**config.mk**
```make
export PLATFORM = sky130hd
export DESIGN_NAME = overlap_accumulator_seq_flat
export DESIGN_NICKNAME = d
export VERILOG_FILES = /design/src/rtl/overlap_accumulator_seq_if.sv /design/src/rtl/overlap_accumulator_seq.sv /design/src/flat_wrapper.sv
export SDC_FILE = /design/constraint.sdc
export NUM_CORES = 1
export LEC_CHECK = 0
export ABC_AREA = 0
export CORE_UTILIZATION = 45
export CTS_BUF_LIST = sky130_fd_sc_hd__clkbuf_4 sky130_fd_sc_hd__clkbuf_8
export DETAILED_ROUTE_END_ITERATION = 8
export PLACE_DENSITY = 0.72
export SYNTH_ARGS = -nofsm -noshare
export SYNTH_HDL_FRONTEND = slang
export SYNTH_SLANG_ARGS = --single-unit
```
**constraint.sdc**
```tcl
create_clock -name clk -period 4.6 [get_ports clk]
set_input_delay 1.38 -clock clk [delete_from_list [all_inputs] [get_ports clk]]
set_output_delay 1.38 -clock clk [all_outputs]
set_load 0.01 [all_outputs]
```
**src/rtl/overlap_accumulator_seq_if.sv**
```systemverilog
`default_nettype none
// ------------------------------------------------------------------------
// overlap_accumulator_seq_if : beat-in / result-out bus of the recombiner
// Rev 1.0
// ------------------------------------------------------------------------
interface overlap_accumulator_seq_if #(
  parameter int HW = 49
);
  localparam int PW = 2*HW - 1;
  localparam int OW = 4*HW - 1;

  logic          clr;
  logic          pp_valid;
  logic          pp_ready;
  logic [PW-1:0] pp_data;
  logic          pp_raw;
  logic          out_valid;
  logic          out_ready;
  logic [OW-1:0] out_data;
  logic          busy;

  modport master (
    output clr, pp_valid, pp_data, pp_raw, out_ready,
    input  pp_ready, out_valid, out_data, busy
  );

  modport slave (
    input  clr, pp_valid, pp_data, pp_raw, out_ready,
    output pp_ready, out_valid, out_data, busy
  );
endinterface
`default_nettype wire

```
**src/rtl/overlap_accumulator_seq.sv**
```systemverilog
`default_nettype none
// ------------------------------------------------------------------------
// overlap_accumulator_seq : Karatsuba half-product XOR recombiner
// Rev 1.0
// ------------------------------------------------------------------------
module overlap_accumulator_seq #(
  parameter int HW = 49
) (
  input  logic                        clk,
  input  logic                        rst_n,
  overlap_accumulator_seq_if.slave    bus
);
  localparam int PW = 2*HW - 1;
  localparam int OW = 4*HW - 1;

  typedef enum logic [1:0] {
    S_LO  = 2'd0,
    S_MID = 2'd1,
    S_HI  = 2'd2,
    S_OUT = 2'd3
  } state_t;

  state_t        r_state, w_state_nxt;
  logic [OW-1:0] r_acc, w_acc_nxt;
  logic          r_raw, w_raw_nxt;
  logic          r_busy, w_busy_nxt;

  logic [OW-1:0] w_pp_lo, w_pp_mid, w_pp_hi;
  logic          w_beat, w_handoff;

  // Partial product placed at the three field offsets of the result.
  assign w_pp_lo  = {{(OW-PW){1'b0}}, bus.pp_data};
  assign w_pp_mid = w_pp_lo << HW;
  assign w_pp_hi  = w_pp_lo << (2*HW);

  assign w_beat    = bus.pp_valid && (r_state != S_OUT);
  assign w_handoff = bus.out_ready && (r_state == S_OUT);

  assign bus.pp_ready  = (r_state != S_OUT);
  assign bus.out_valid = (r_state == S_OUT);
  assign bus.out_data  = r_acc;
  assign bus.busy      = r_busy;

  always_ff @(posedge clk or negedge rst_n) begin
    if (!rst_n) begin
      r_state <= S_LO;
      r_acc   <= '0;
      r_raw   <= 1'b0;
      r_busy  <= 1'b0;
    end else begin
      r_state <= w_state_nxt;
      r_acc   <= w_acc_nxt;
      r_raw   <= w_raw_nxt;
      r_busy  <= w_busy_nxt;
    end
  end

  always_comb begin
    w_state_nxt = r_state;
    w_acc_nxt   = r_acc;
    w_raw_nxt   = r_raw;
    w_busy_nxt  = r_busy;
    if (bus.clr) begin
      w_state_nxt = S_LO;
      w_acc_nxt   = '0;
      w_busy_nxt  = 1'b0;
    end else begin
      case (r_state)
        S_LO: begin
          // Raw mode folds low into the middle field right away; high follows later.
          if (w_beat) begin
            w_acc_nxt   = bus.pp_raw ? (w_pp_lo ^ w_pp_mid) : w_pp_lo;
            w_raw_nxt   = bus.pp_raw;
            w_busy_nxt  = 1'b1;
            w_state_nxt = S_MID;
          end
        end
        S_MID: begin
          if (w_beat) begin
            w_acc_nxt   = r_acc ^ w_pp_mid;
            w_state_nxt = S_HI;
          end
        end
        S_HI: begin
          if (w_beat) begin
            w_acc_nxt   = r_acc ^ w_pp_hi ^ (r_raw ? w_pp_mid : '0);
            w_state_nxt = S_OUT;
          end
        end
        S_OUT: begin
          if (w_handoff) begin
            w_busy_nxt  = 1'b0;
            w_state_nxt = S_LO;
          end
        end
        default: begin
          w_state_nxt = S_LO;
        end
      endcase
    end
  end
endmodule
`default_nettype wire

```
**src/flat_wrapper.sv**
```systemverilog
// flat-port wrapper written by rule: the top's interface ports become plain ports
module overlap_accumulator_seq_flat 
#(
  parameter int HW = 49
)
  (clk, rst_n, bus_clr, bus_pp_valid, bus_pp_data, bus_pp_raw, bus_out_ready, bus_pp_ready, bus_out_valid, bus_out_data, bus_busy);
  overlap_accumulator_seq_if #(.HW(HW)) bus_i ();
  input  logic clk;
  input  logic rst_n;
  input wire logic [$bits(bus_i.clr)-1:0] bus_clr;
  input wire logic [$bits(bus_i.pp_valid)-1:0] bus_pp_valid;
  input wire logic [$bits(bus_i.pp_data)-1:0] bus_pp_data;
  input wire logic [$bits(bus_i.pp_raw)-1:0] bus_pp_raw;
  input wire logic [$bits(bus_i.out_ready)-1:0] bus_out_ready;
  output wire logic [$bits(bus_i.pp_ready)-1:0] bus_pp_ready;
  output wire logic [$bits(bus_i.out_valid)-1:0] bus_out_valid;
  output wire logic [$bits(bus_i.out_data)-1:0] bus_out_data;
  output wire logic [$bits(bus_i.busy)-1:0] bus_busy;
  assign bus_i.clr = bus_clr;
  assign bus_i.pp_valid = bus_pp_valid;
  assign bus_i.pp_data = bus_pp_data;
  assign bus_i.pp_raw = bus_pp_raw;
  assign bus_i.out_ready = bus_out_ready;
  assign bus_pp_ready = bus_i.pp_ready;
  assign bus_out_valid = bus_i.out_valid;
  assign bus_out_data = bus_i.out_data;
  assign bus_busy = bus_i.busy;
  overlap_accumulator_seq #(.HW(HW)) u_core (.clk(clk), .rst_n(rst_n), .bus(bus_i));
endmodule
```
==> results of run 1 <==
==> flip-flops by register name, summed over array words and instances (netlist names) <==
signal               flops
u_core.bus.out_data    195
u_core.r_raw             1
u_core.r_state           2
u_core.bus.busy          1
==> synth_stat cells, types with 4 or more instances <==
cell	n	area (µm²)
a22o_1	48	420.4
nand3_1	50	250.2
ha_1	5	62.56
o21ai_1	21	105.1
clkbuf_1	77	289.0
a211oi_2	40	500.5
dfrtp_1	199	4980
o21ai_0	78	390.4
o31ai_1	48	360.4
a21oi_1	127	635.6
a211oi_1	8	60.06
xnor2_1	49	429.2
buf_1	21	78.83
buf_2	68	340.3
nand2_1	341	1280
inv_1	4	15.01
a221oi_1	48	420.4
o41ai_1	4	35.03
xor2_1	144	1261
nor2_1	55	206.5
buf_6	14	157.7
and3_1	49	306.5
a21oi_2	20	175.2
o41ai_2	44	715.7
==> cell families (layout without fill, tap and decap cells) <==
| kind of cell | Yosys count | count (layout) |
|---|---|---|
| AND/OR/NAND/NOR | 506 | 506 |
| AO/OA/AOI/OAI | 492 | 492 |
| flip-flops | 199 | 199 |
| XOR/XNOR | 193 | 193 |
| buffers and inverters | 187 | 363 |
| adder cells (fa/ha/maj) | 5 | 5 |
| multiplexers | 2 | 2 |
| other | 0 | 1 |
==> power by group through the flow <==
stage / logic [mW] / registers [mW] / clock network (mW)
after global routing: 5.49 / 2.93 / 1.23
after CTS: 5.09 / 2.84 / 1.16
after detailed placement: 5.07 / 2.87 / 0
final: 5.08 / 2.85 / 1.14
after floorplan: 3.02 / 2.90 / 0
after global placement: 4.94 / 2.84 / 0
==> worst paths after layout <==
kind | slack (ns) | endpoint | start | cells after the start
worst max-delay path | 1.33 | bus_out_valid | u_core.r_state[1] | 2
min in group asynchronous | 0.95 | u_core.bus.out_data[164] | rst_n | 1
worst min-delay path | 0.48 | u_core.bus.out_data[0] | u_core.bus.out_data[0] | 2
max in group asynchronous | 2.71 | u_core.bus.out_data[50] | rst_n | 2
worst max register to register | 1.39 | u_core.bus.out_data[131] | u_core.r_state[1] | 7
worst min register to register | 0.48 | u_core.bus.out_data[0] | u_core.bus.out_data[0] | 2
==> cell type report <==
class,count,area [µm²]
Fill cell,2625,12710
Multi-Input combinational cell,1198,7868
Sequential cell,199,4984
Timing Repair Buffer,327,3271
Tap cell,390,488.0
Clock buffer,19,261.5
Clock inverter,12,112.6
Inverter,5,21.27
Antenna cell,1,2.502
==> metal layers <==
| metal | wire (µm) | vias to the layer above | track usage (%) |
|---|---|---|---|
| met2 | 20520 | 498 | 46.00 |
| met1 | 19100 | 6294 | 38.15 |
| li1 | - | 5887 | - |
| met5 | 0 | - | 0 |
| met3 | 3495 | 61 | 6.912 |
| met4 | 1355 | 0 | 10.87 |
==> worst max-delay path: stages (launching register included) <==
cell and delay (ns):
dfrtp_1 0.46, ha_1 0.32, clkdlybuf4s50_1 0.65
==> placed cells by master (no fill, tap or decap), drive strengths merged, types with 2 or more instances in the layout <==
cell / n
ha: 5
xnor2: 49
xor2: 144
and3: 49
nand3: 50
a221oi: 48
a211oi: 48
nand2b: 2
o31ai: 48
inv: 10
o41ai: 48
a22o: 48
o21ai: 99
buf: 29
clkbuf: 20
clkdlybuf4s50: 297
nand2: 341
or2: 2
clkinvlp: 2
a21oi: 147
dfrtp: 199
nor3b: 2
nor2: 55
nor3: 2
clkinv: 5
==> results.cfg, run 1 <==
[outcome]
status = finished clean

[yosys]
synth_top_family_by_area = compound AO/OA/AOI/OAI gates
ys_warn_count = 0
synth-compound-area-share_pct = 28.31
yosys.area_share.simple_pct = 15.68
synthAdderAreaFrac_pct = 0.4579
syn-num-nets = 1692
syn_avg_cell_area_um2 = 8.626
muxShareOfSynthArea_pct = 0.1557
synth-xor-area-share_pct = 12.37
synthArstFlopShare_pct = 100.0
synthesis.area_um2 = 13660
synth.yosys.seq_area_share_pct = 36.45
syn_inst = 1584
synth-edff-count = 0
ys_seq_elements = 199
ys_types = 42
synthFlopType = dfrtp_1

[pwr]
powerDensity_nw_per_um2 = 533.3
power.leakage_nw = 7.306
p_seq_share_pct = 31.5
clkPwrFrac_pct = 12.6
switchingPower_mw = 4.184
combinationalPowerShare_pct = 56.0
switching_share_pct = 46.13
p_int_mw = 4.887
power_mw = 9.071
ir_worst_vdd_mv = 0.3507

[clock_network]
clkLatencyLatePin_ns = 0.49
cts_buffers = 17
clock-sinks = 199
cts_max_level = 4
post-cts-setup-buffers = 0
cts.hold.buffers_added = 0
root_buffer = clkbuf_8
cts.clk_slew.worst_paths_ns = 0.11
cts_resized = 0
clockBufferDepth = 2
cts_tree = built

[die]
die_h_um = 176.3
core_area_um2 = 29720
die_area_um2 = 31060
boundaryPins = 301
dieWidth_um = 176.3
initial_core_util_pct = 45.98
row_count = 63

[run]
drv_cap = 0

[timing]
hold_viol_final = 0
setup_tns_ns = 0
fin_ws_ns = 1.329
tightest_slew_ns = 0.8864
fin_worst_skew_ns = 0.02630
maxSlewViolCount = 0
fmax_ghz = 0.3058
max_slew_margin_pct = 40.77
setup_viol = 0
whs_ns = 0.4773
period_minus_slack_ns = 3.271
rsz0062_at_grt = no
post-route-period-util_pct = 71.10

[route]
drcViolationCount = 0
wire_per_inst_um = 20.68
postRouteAntennaNets = 0
vias = 12740
vias_per_cell = 5.923
dr.pass1.iters = 5
routed_wl_um = 44470
drt_iter0_markers = 1069

[setup_path]
crit_path_end_kind = output pin
critPathRequiredTime_ns = 3.22
crit_arrival_ns = 1.89
worst_setup_path_start_kind = flip-flop
worst-path-max-fanout = 5
crit_type = flip-flop to output pin

[worst_hold_path]
hp-class = flip-flop to flip-flop

[grt]
grt_pass1_wl_um = 70900
gr-total-overflow = 0
grt.total_usage_pct = 28.97
grt_pass1_vias = 12540
grt_max_degree = 95
antenna_found_initial = 1

[finish]
final_cells = 2151
stdcell_area_um2 = 17010
nNetsFinal = 1856
finish.utilization_pct = 57.23
drive_gt1_share_pct = 10.28
area_growth_pct = 24.48

[place]
hpwl_um = 28450
place_ws_ns = 1.044
post_dp_cell_area_um2 = 16630
dp.cells = 2119
port_buffers = 300
gp_congestion = 0.8117
Power figures use the tool's default switching activity.
==> run 2, diff against run 1 <==
--- a/config.mk
+++ b/config.mk
@@ -9,7 +9,7 @@
 export CORE_UTILIZATION = 45
 export CTS_BUF_LIST = sky130_fd_sc_hd__clkbuf_4 sky130_fd_sc_hd__clkbuf_8
 export DETAILED_ROUTE_END_ITERATION = 8
-export PLACE_DENSITY = 0.72
+export PLACE_DENSITY = 0.75
 export SYNTH_ARGS = -nofsm -noshare
 export SYNTH_HDL_FRONTEND = slang
 export SYNTH_SLANG_ARGS = --single-unit
==> constraint.sdc (replaced) <==
create_clock -name clk -period 2.7 [get_ports clk]
set_input_delay 0.81 -clock clk [delete_from_list [all_inputs] [get_ports clk]]
set_output_delay 0.81 -clock clk [all_outputs]
set_load 0.01 [all_outputs]
==> results.cfg, run 2 (synthesis gave the netlist of run 1 again) <==
[finish]
largest_reg_flops = 195
filler_cell_count = 2592
nNetsFinal = 1906
seq_area_um2 = 4986
most-common-layout-cells = 341 x nand2_1, 296 x clkdlybuf4s50_1, 196 x dfrtp_1, 144 x xor2_1, 126 x a21oi_1
drive_gt1_share_pct = 12.88
final_cells = 2201
stdcell_area_um2 = 17540
finish.utilization_pct = 59.02
multi_input_area_um2 = 7870
area_growth_pct = 28.38
mostFrequentLayoutCell = nand2_1

[route]
wire_per_inst_um = 20.33
routed_wl_um = 44740
vias = 13160
dr.pass1.iters = 8
drt_iter0_markers = 1309
drcViolationCount = 0
vias_per_cell = 5.977
postRouteAntennaNets = 0

[setup_path]
r2r-end = u_core.bus.out_data[80]
crit_chain = ha_2 > clkdlybuf4s50_1
slowest_delay_ns = 0.61
cp_num_buf_inv = 1
critPathTopFamily = buffers and inverters
r2r_slack_ns = 0.35
slowest_stage = clkdlybuf4s50_1
worst_setup_path_start_kind = flip-flop
worst-path-max-fanout = 5
critPathRequiredTime_ns = 1.89
ff2ff_path_depth = 6
crit_path_end_kind = output pin
crit_arrival_ns = 1.79
r2r_start = u_core.r_state[1]
crit_type = flip-flop to output pin

[timing]
period_minus_slack_ns = 2.597
setup_viol = 0
maxSlewViolCount = 0
post-route-period-util_pct = 96.17
fmax_ghz = 0.3851
hold_viol_final = 0
max_slew_margin_pct = 42.76
tightest_slew_ns = 0.8586
fin_worst_skew_ns = 0.01102
whs_ns = 0.3139
setup_tns_ns = 0
fin_ws_ns = 0.1034
rsz0062_at_grt = no

[pwr]
power.leakage_nw = 7.606
powerDensity_nw_per_um2 = 901.5
ir_worst_vdd_mv = 0.5112
power_mw = 15.81

[grt]
grt_max_degree = 66
grt_pass1_wl_um = 70790
grt.total_usage_pct = 28.76
grt_pass1_vias = 12900
antenna_found_initial = 2
gr-total-overflow = 0

[clock_network]
clock-sinks = 199
cts.hold.buffers_added = 0
root_buffer = clkbuf_8
cts_tree = built
clockBufferDepth = 2
clkLatencyLatePin_ns = 0.50
cts_max_level = 4
cts_buffers = 17
cts.clk_slew.worst_paths_ns = 0.10

[place]
hpwl_um = 30080
place_ws_ns = 0.009208
dp.cells = 2169
post_dp_cell_area_um2 = 17110
gp_congestion = 0.8312
port_buffers = 300

[die]
row_count = 63
dieWidth_um = 176.3
boundaryPins = 301
core_area_um2 = 29720
initial_core_util_pct = 45.98
die_area_um2 = 31060
die_h_um = 176.3

[run]
drv_cap = 0

[outcome]
status = finished clean

[worst_hold_path]
hp-class = input port to asynchronous set/reset pin
run 2: changes by cell type in the layout (fill, tap and decap cells not counted), moves of 2 or more:
| cell | before | now |
|---|---|---|
| dfrtp_2 | 0 | 2 |
| buf_4 | 23 | 65 |
| clkinv_4 | 5 | 3 |
| bufinv_16 | 0 | 4 |
| clkinv_2 | 0 | 3 |
| dfrtp_1 | 198 | 196 |
| inv_8 | 4 | 0 |
| buf_12 | 5 | 13 |
run 2: metal layers:
layer | vias to the layer above | wire length (µm) | GRT usage (%)
li1 | 5981 | - | -
met1 | 6452 | 19320 | 39.17
met2 | 643 | 20280 | 44.55
met3 | 79 | 3731 | 5.986
met4 | 0 | 1405 | 11.34
met5 | - | 0 | 0
run 2: worst max-delay path by stage:
stage                       from                        to  slack (ns)  cells after the start
6_report       u_core.r_state[0]             bus_out_valid        0.10                      2
5_1_grt        u_core.r_state[1]             bus_out_valid        0.05                      2
4_1_cts        u_core.r_state[1]             bus_out_valid       0.008                      2
3_5_place_dp        bus_pp_valid  u_core.bus.out_data[161]       0.009                      7
3_3_place_gp        bus_pp_valid  u_core.bus.out_data[165]        0.09                      7
2_1_floorplan            bus_clr   u_core.bus.out_data[59]        0.76                      5
run 2: final cells by class:
type,count,share of cell area [%]
antenna,2,0.02853
clock buffer,18,1.412
clock inverter,12,1.013
inverter,5,0.1213
multi-input combinational,1198,44.87
sequential,199,28.43
tap,390,2.782
timing repair buffer,377,21.35
run 2: timing repair:
action,CTS,global route
endpoints found under the setup margin,2,1
gates resized for setup,2,2
setup buffers,0,0
run 2: worst register-to-register path: stages (launching register included):
cell and delay [ns]:
dfrtp_2 0.47, inv_1 0.16, ha_4 0.26, buf_4 0.66, a21oi_1 0.24, o31ai_1 0.33
a22o_1 0.18
run 2: power by group:
| part | switching (mW) | internal, mW |
|---|---|---|
| Sequential | 0.937 | 3.80 |
| Combinational | 4.93 | 3.97 |
| Clock | 1.15 | 1.03 |
| Total | 7.01 | 8.80 |
